File: src/rtl/entrada_rpn.sv
// RPN front-end: key sync, debounce, press pulses and the step counter.
// RPN_DEBOUNCE_EN builds the debounce counters; without it keys pass straight.
module entrada_rpn #(
  parameter int DEBOUNCE_CICLOS = 500000
) (
  input  logic       Clock,
  input  logic       Reset,
  input  logic       KeyEnter_n,
  input  logic       KeyReset_n,
  input  logic       Enable,
  output logic       Enter,
  output logic       Reset_borda,
  output logic [1:0] Contagem
);

  if (DEBOUNCE_CICLOS < 2) begin : g_bad_cfg
    $error("entrada_rpn: DEBOUNCE_CICLOS must be >= 2");
  end

  // bit 0 = Enter channel, bit 1 = Reset-button channel
  logic [1:0] key_n;
  logic [1:0] sync1_q;
  logic [1:0] est_q;
  logic [1:0] est_d;
  logic [1:0] prev_q;
  logic [1:0] pulse_q;
  logic [1:0] pulse_d;
  logic [1:0] cont_q;
  logic [1:0] cont_d;

  assign key_n = {KeyReset_n, KeyEnter_n};

`ifdef RPN_DEBOUNCE_EN
  localparam int CW = $clog2(DEBOUNCE_CICLOS + 1);
  localparam logic [CW-1:0] LIM = CW'(DEBOUNCE_CICLOS - 1);

  logic [1:0]    sync2_q;
  logic [CW-1:0] cnt_q [2];
  logic [CW-1:0] cnt_d [2];

  always_comb begin
    for (int i = 0; i < 2; i++) begin
      est_d[i] = est_q[i];
      cnt_d[i] = '0;
      if (sync2_q[i] != est_q[i]) begin
        if (cnt_q[i] == LIM) begin
          est_d[i] = sync2_q[i];
        end else begin
          cnt_d[i] = cnt_q[i] + 1'b1;
        end
      end
    end
  end

  always_ff @(posedge Clock) begin
    if (Reset) begin
      sync2_q  <= 2'b11;
      cnt_q[0] <= '0;
      cnt_q[1] <= '0;
    end else begin
      sync2_q  <= sync1_q;
      cnt_q[0] <= cnt_d[0];
      cnt_q[1] <= cnt_d[1];
    end
  end
`else
  // est_q doubles as the second synchroniser stage here
  assign est_d = sync1_q;
`endif

  assign pulse_d = prev_q & ~est_q;

  always_comb begin
    cont_d = cont_q;
    if (Enable) begin
      cont_d = pulse_q[1] ? 2'b00 : cont_q + 2'd1;
    end
  end

  always_ff @(posedge Clock) begin
    if (Reset) begin
      sync1_q <= 2'b11;
      est_q   <= 2'b11;
      prev_q  <= 2'b11;
      pulse_q <= 2'b00;
      cont_q  <= 2'b00;
    end else begin
      sync1_q <= key_n;
      est_q   <= est_d;
      prev_q  <= est_q;
      pulse_q <= pulse_d;
      cont_q  <= cont_d;
    end
  end

  assign Enter       = pulse_q[0];
  assign Reset_borda = pulse_q[1];
  assign Contagem    = cont_q;

endmodule

File: config.mk
export PLATFORM = sky130hd
export DESIGN_NAME = entrada_rpn
export DESIGN_NICKNAME = d
export VERILOG_FILES = /design/src/rtl/entrada_rpn.sv
export SDC_FILE = /design/constraint.sdc
export NUM_CORES = 1
export LEC_CHECK = 0
export BUFFER_PORTS_ARGS = -buffer_cell sky130_fd_sc_hd__buf_4
export CAP_MARGIN = 20
export CORE_AREA = 2 2 39 41
export CTS_CLUSTER_SIZE = 20
export DETAILED_ROUTE_END_ITERATION = 10
export DIE_AREA = 0 0 41 43
export MAX_ROUTING_LAYER = met4
export PLACE_DENSITY_LB_ADDON = 0.2
export SYNTH_ARGS = -nofsm -noshare
export SYNTH_HDL_FRONTEND = slang
export SYNTH_SLANG_ARGS = --single-unit
File: constraint.sdc
create_clock -name Clock -period 1.35 [get_ports Clock]
set_input_delay 0.135 -clock Clock [delete_from_list [all_inputs] [get_ports Clock]]
set_output_delay 0.135 -clock Clock [all_outputs]
set_load 0.05 [all_outputs]
Yosys cells after proc, flatten, opt, wreduce, memory -nomap -nowiden
Index checks and enable logic that the tools add are counted.
Widths: inputs -> output; s select.

word-level totals
  logic and storage cells = 9
  register bits after elaboration = 10
  output and inout port bits = 4

cells by class
  bitwise logic cells = 2
  mux-type cells = 1
  add/sub/neg operators = 1

operator list
  kind                 number
  $add 2x1->2 const B  1
  $and 2x2->2          1
  $mux 2               1
  $not 2->2            1

Longest topological paths before layout
  word-level depth = 2
  depth in mapped cells = 2

Worst setup path after synthesis
OpenSTA, ideal clock, no wires.

  path type = reg2reg
  start point = reg cont_q[0] (netlist: Contagem[0])
  end point = reg cont_q[0] (netlist: Contagem[0])
  arrival = 1.024 ns
  setup slack = 0.259 ns
  required time = 1.284 ns
  cell stages (with the launch flop) = 3
  path buffers = 0
  period minus slack after synthesis = 1.091 ns
  path through = dfxtp_1 or3b_1 a21oi_2

between the ends
  longest elaborated chain between the ends = 2

ends and longest elaborated chain
  what                    RTL line  source
  from (decl)             28        logic [1:0] cont_q;
  from (signal assigned)  92        cont_q <= cont_d;
  $add 2x1->2             76        cont_d = pulse_q[1] ? 2'b00 : cont_q + 2'd1;
  $mux 2                  76

No other way between the ends.
A chain may end at the register's enable or synchronous reset.

Final worst setup path
  start point = reg cont_q[0] (netlist: Contagem[0])
  end point = out Contagem[0]

RTL lines
  what       RTL line  source
  to (decl)  13        output logic [1:0] Contagem

No word-level cell between the ends.

==> impl_results.md <==
* Largest net degree at the start of global routing at 10
* Combinational family with the most area after synthesis: simple AND/OR/NAND/NOR gates
* CORE AREA at 0.00138 mm2
* Iter 0 DRT Violations at 0
* Vias in the first global route at 193
* Total grt overflow at 0
* Drt via density at 3.82
* Worst clock skew at 0.000359 ns
* #FFs+latches synth at 10
* DR vias at 210
* Routed Antenna Nets at 0
* Final GP Congestion at 0.485
* EDFF count, synth at 0
* Remaining DRCs at 0
* Worst-path fanout max at 5
* R2R Path End: Contagem[0]
* Synth area leader: dfxtp_1
* Pwr dens at 1480 mW/mm2
* Setup violators final at 0
* Layout area overhead at 37.8%
* Syn Area/Cell at 11.4 um2
* # IOs at 9
* H-tree levels at 1
* Worst hold stages at 2
* Yosys warning total at 0
* DR WL met3 at 42 um
* Netlist cell types at 11
* DRT met1 WL at 211 um
* RSZ-0062 raised after global routing: false
* First-pass GRT wire length at 752 um
* Complex-gate fraction of the synthesized area at 0.0732
* CP bufs+invs at 1
* Share of cells above drive strength 1 at 0.487
* CTS Hold Bufs at 0
* Sequential cell area fraction in the yosys report at 0.650
* Crit path required time at 1.22 ns
* Buffers on Ports at 8
* DIE HEIGHT at 43 um
* Hold path start: KeyReset_n
* Initial Util at 0.222
* Minimum clock period at 0.997 ns
* Post-synth top flop: dfxtp_1
* Initial antenna violation count at 0
* Worst hold path class: in -> reg
* Ant diodes at 0
* CP top delay family: flip-flops
* Synth Net Count at 32
* Total GRT Usage at 0.0704
* Worst EP arrival at 0.86 ns
* Mapped Area at 308 um2
* Count leader, synth: dfxtp_1
* Total Neg Setup Slack at 0 ns
* CP max stage cell: dfxtp_1
* Number of cells after detailed placement at 51
* R2R cell count at 2
* Row cnt at 14
* Largest cells by area after synthesis: dfxtp_1, or2_2, nand4bb_1, a21oi_2, o2bb2ai_1
* Final hold violations at 0
* Max stage delay on crit path at 0.38 ns
* CTS resizes at 0
* CP Class: reg -> out
* Uppermost routed layer: met3
* Final std cells w/o fill at 55
* Worst R2R Setup Slack at 0.44 ns
* Pins Over Slew Limit at 0
* Setup Buffers After CTS at 0
* DRT Wirelength at 442 um
* Die X at 41 um
* Worst skew pair latency at 0.25 ns
* Worst-Margin Slew at 0.148 ns
* Leakage at 0.195 nW
* Pre-CTS WS at 0.448 ns
* Max frequency at 1000 MHz
* Initial DRT Pass Iterations at 1
* Tcrit/Tclk final at 0.738
* Clock Pin Slew Worst Setup and Hold Paths at 0.06 ns
* CTS Buf Count at 3
* Final nets at 45
* Maximum vdd drop at 0.486 mV
* Xor-xnor portion of the synthesized cell area at 0
* CP Capture Type: primary output
* Die area at 0.00176 mm2
* Synth top area share at 0.650
* CP Launch Type: flop
* Post-synthesis mux area share at 0
* Total clock sinks at 10
* Asr flop ratio synth at 0
* Adder-cell share of the synthesized area at 0
* Met2 WL at 188 um
* DP HPWL at 333 um
* Routed wire per std cell at 8.04 um
* CP Cell Sequence: buf_4
* Root Buffer: clkbuf_4
* Tot Pwr at 630 uW
* Final WS setup at 0.353 ns
* CTS tree: built
* Max-Cap Viols at 0
* Post-Synth Simple-Gate Area at 0.252
* Mapped Cells at 27
* Hold EP: est_d[1]
* Slew margin rel. at 0.901
* Status: complete, no violations
* Top cells by count, synth: dfxtp_1, or2_2, inv_1, nor2_1
* Worst R2R Start: Contagem[0]
* Clock Path Buffers at 2
-- flip-flops by register name (all words and copies together), names as in the netlist --
name      count
Contagem      2
est_d         2
est_q         2
prev_q        2
pulse_q       2
-- worst max path at each step --
stage | from | to | slack (ns) | depth (start not counted)
finish | Contagem[0] | Contagem[0] | 0.35 | 1
global route | Contagem[0] | Contagem[0] | 0.30 | 1
CTS | Contagem[0] | Contagem[0] | 0.33 | 1
detailed placement | Contagem[0] | Contagem[0] | 0.45 | 2
global placement | Contagem[0] | Contagem[0] | 0.48 | 2
floorplan | Contagem[0] | Contagem[0] | 0.26 | 2
-- metal layers --
metal	vias to the layer above	GRT usage
li1	110	-
met2	8	0.0813
met3	0	0.0314
met5	-	-
met1	92	0.0885
met4	0	0.0600
-- layout by cell type (no fill, tap or decap) --
cell | synthesis | layout
inv_1 | 2 | 2
nand2b_1 | 1 | 1
a21oi_2 | 1 | 1
nor2b_1 | 1 | 1
o21ai_0 | 1 | 1
dfxtp_1 | 10 | 10
buf_4 | 0 | 8
clkbuf_8 | 0 | 1
or3b_1 | 1 | 1
nand4bb_1 | 1 | 1
or2_2 | 6 | 6
o2bb2ai_1 | 1 | 1
nor2_1 | 2 | 2
clkbuf_4 | 0 | 3
-- per-stage QoR --
step           hold slack, ns  utilization  cell area, um2
2_1_floorplan           0.197            -             308
5_1_grt                0.0541        0.307             424
4_1_cts                0.0485        0.307             424
3_5_place_dp            0.322        0.280             388
3_3_place_gp            0.322        0.280             388
6_report               0.0579        0.307             424
-- cell type report --
cell class	instances	area [um2]
tap	16	20.0
inverter	2	7.51
clock buffer	4	36.3
multi-input combinational	15	100
timing repair buffer	8	60.1
fill	147	960
sequential	10	200
-- power by group --
part           internal (mW)  total (mW)  leakage, nW  switching (mW)
clock                  0.163       0.258       0.0210          0.0942
combinational         0.0259      0.0587       0.0920          0.0328
sequential             0.308       0.313       0.0823         0.00557
-- cells by family (layout without fill, tap and decap cells) --
kind of cell           count (synthesis)  in the layout
AO/OA/AOI/OAI                          3              3
flip-flops                            10             10
buffers and inverters                  2             14
AND/OR/NAND/NOR                       12             12
No activity file was read; power rests on OpenSTA's default activity.
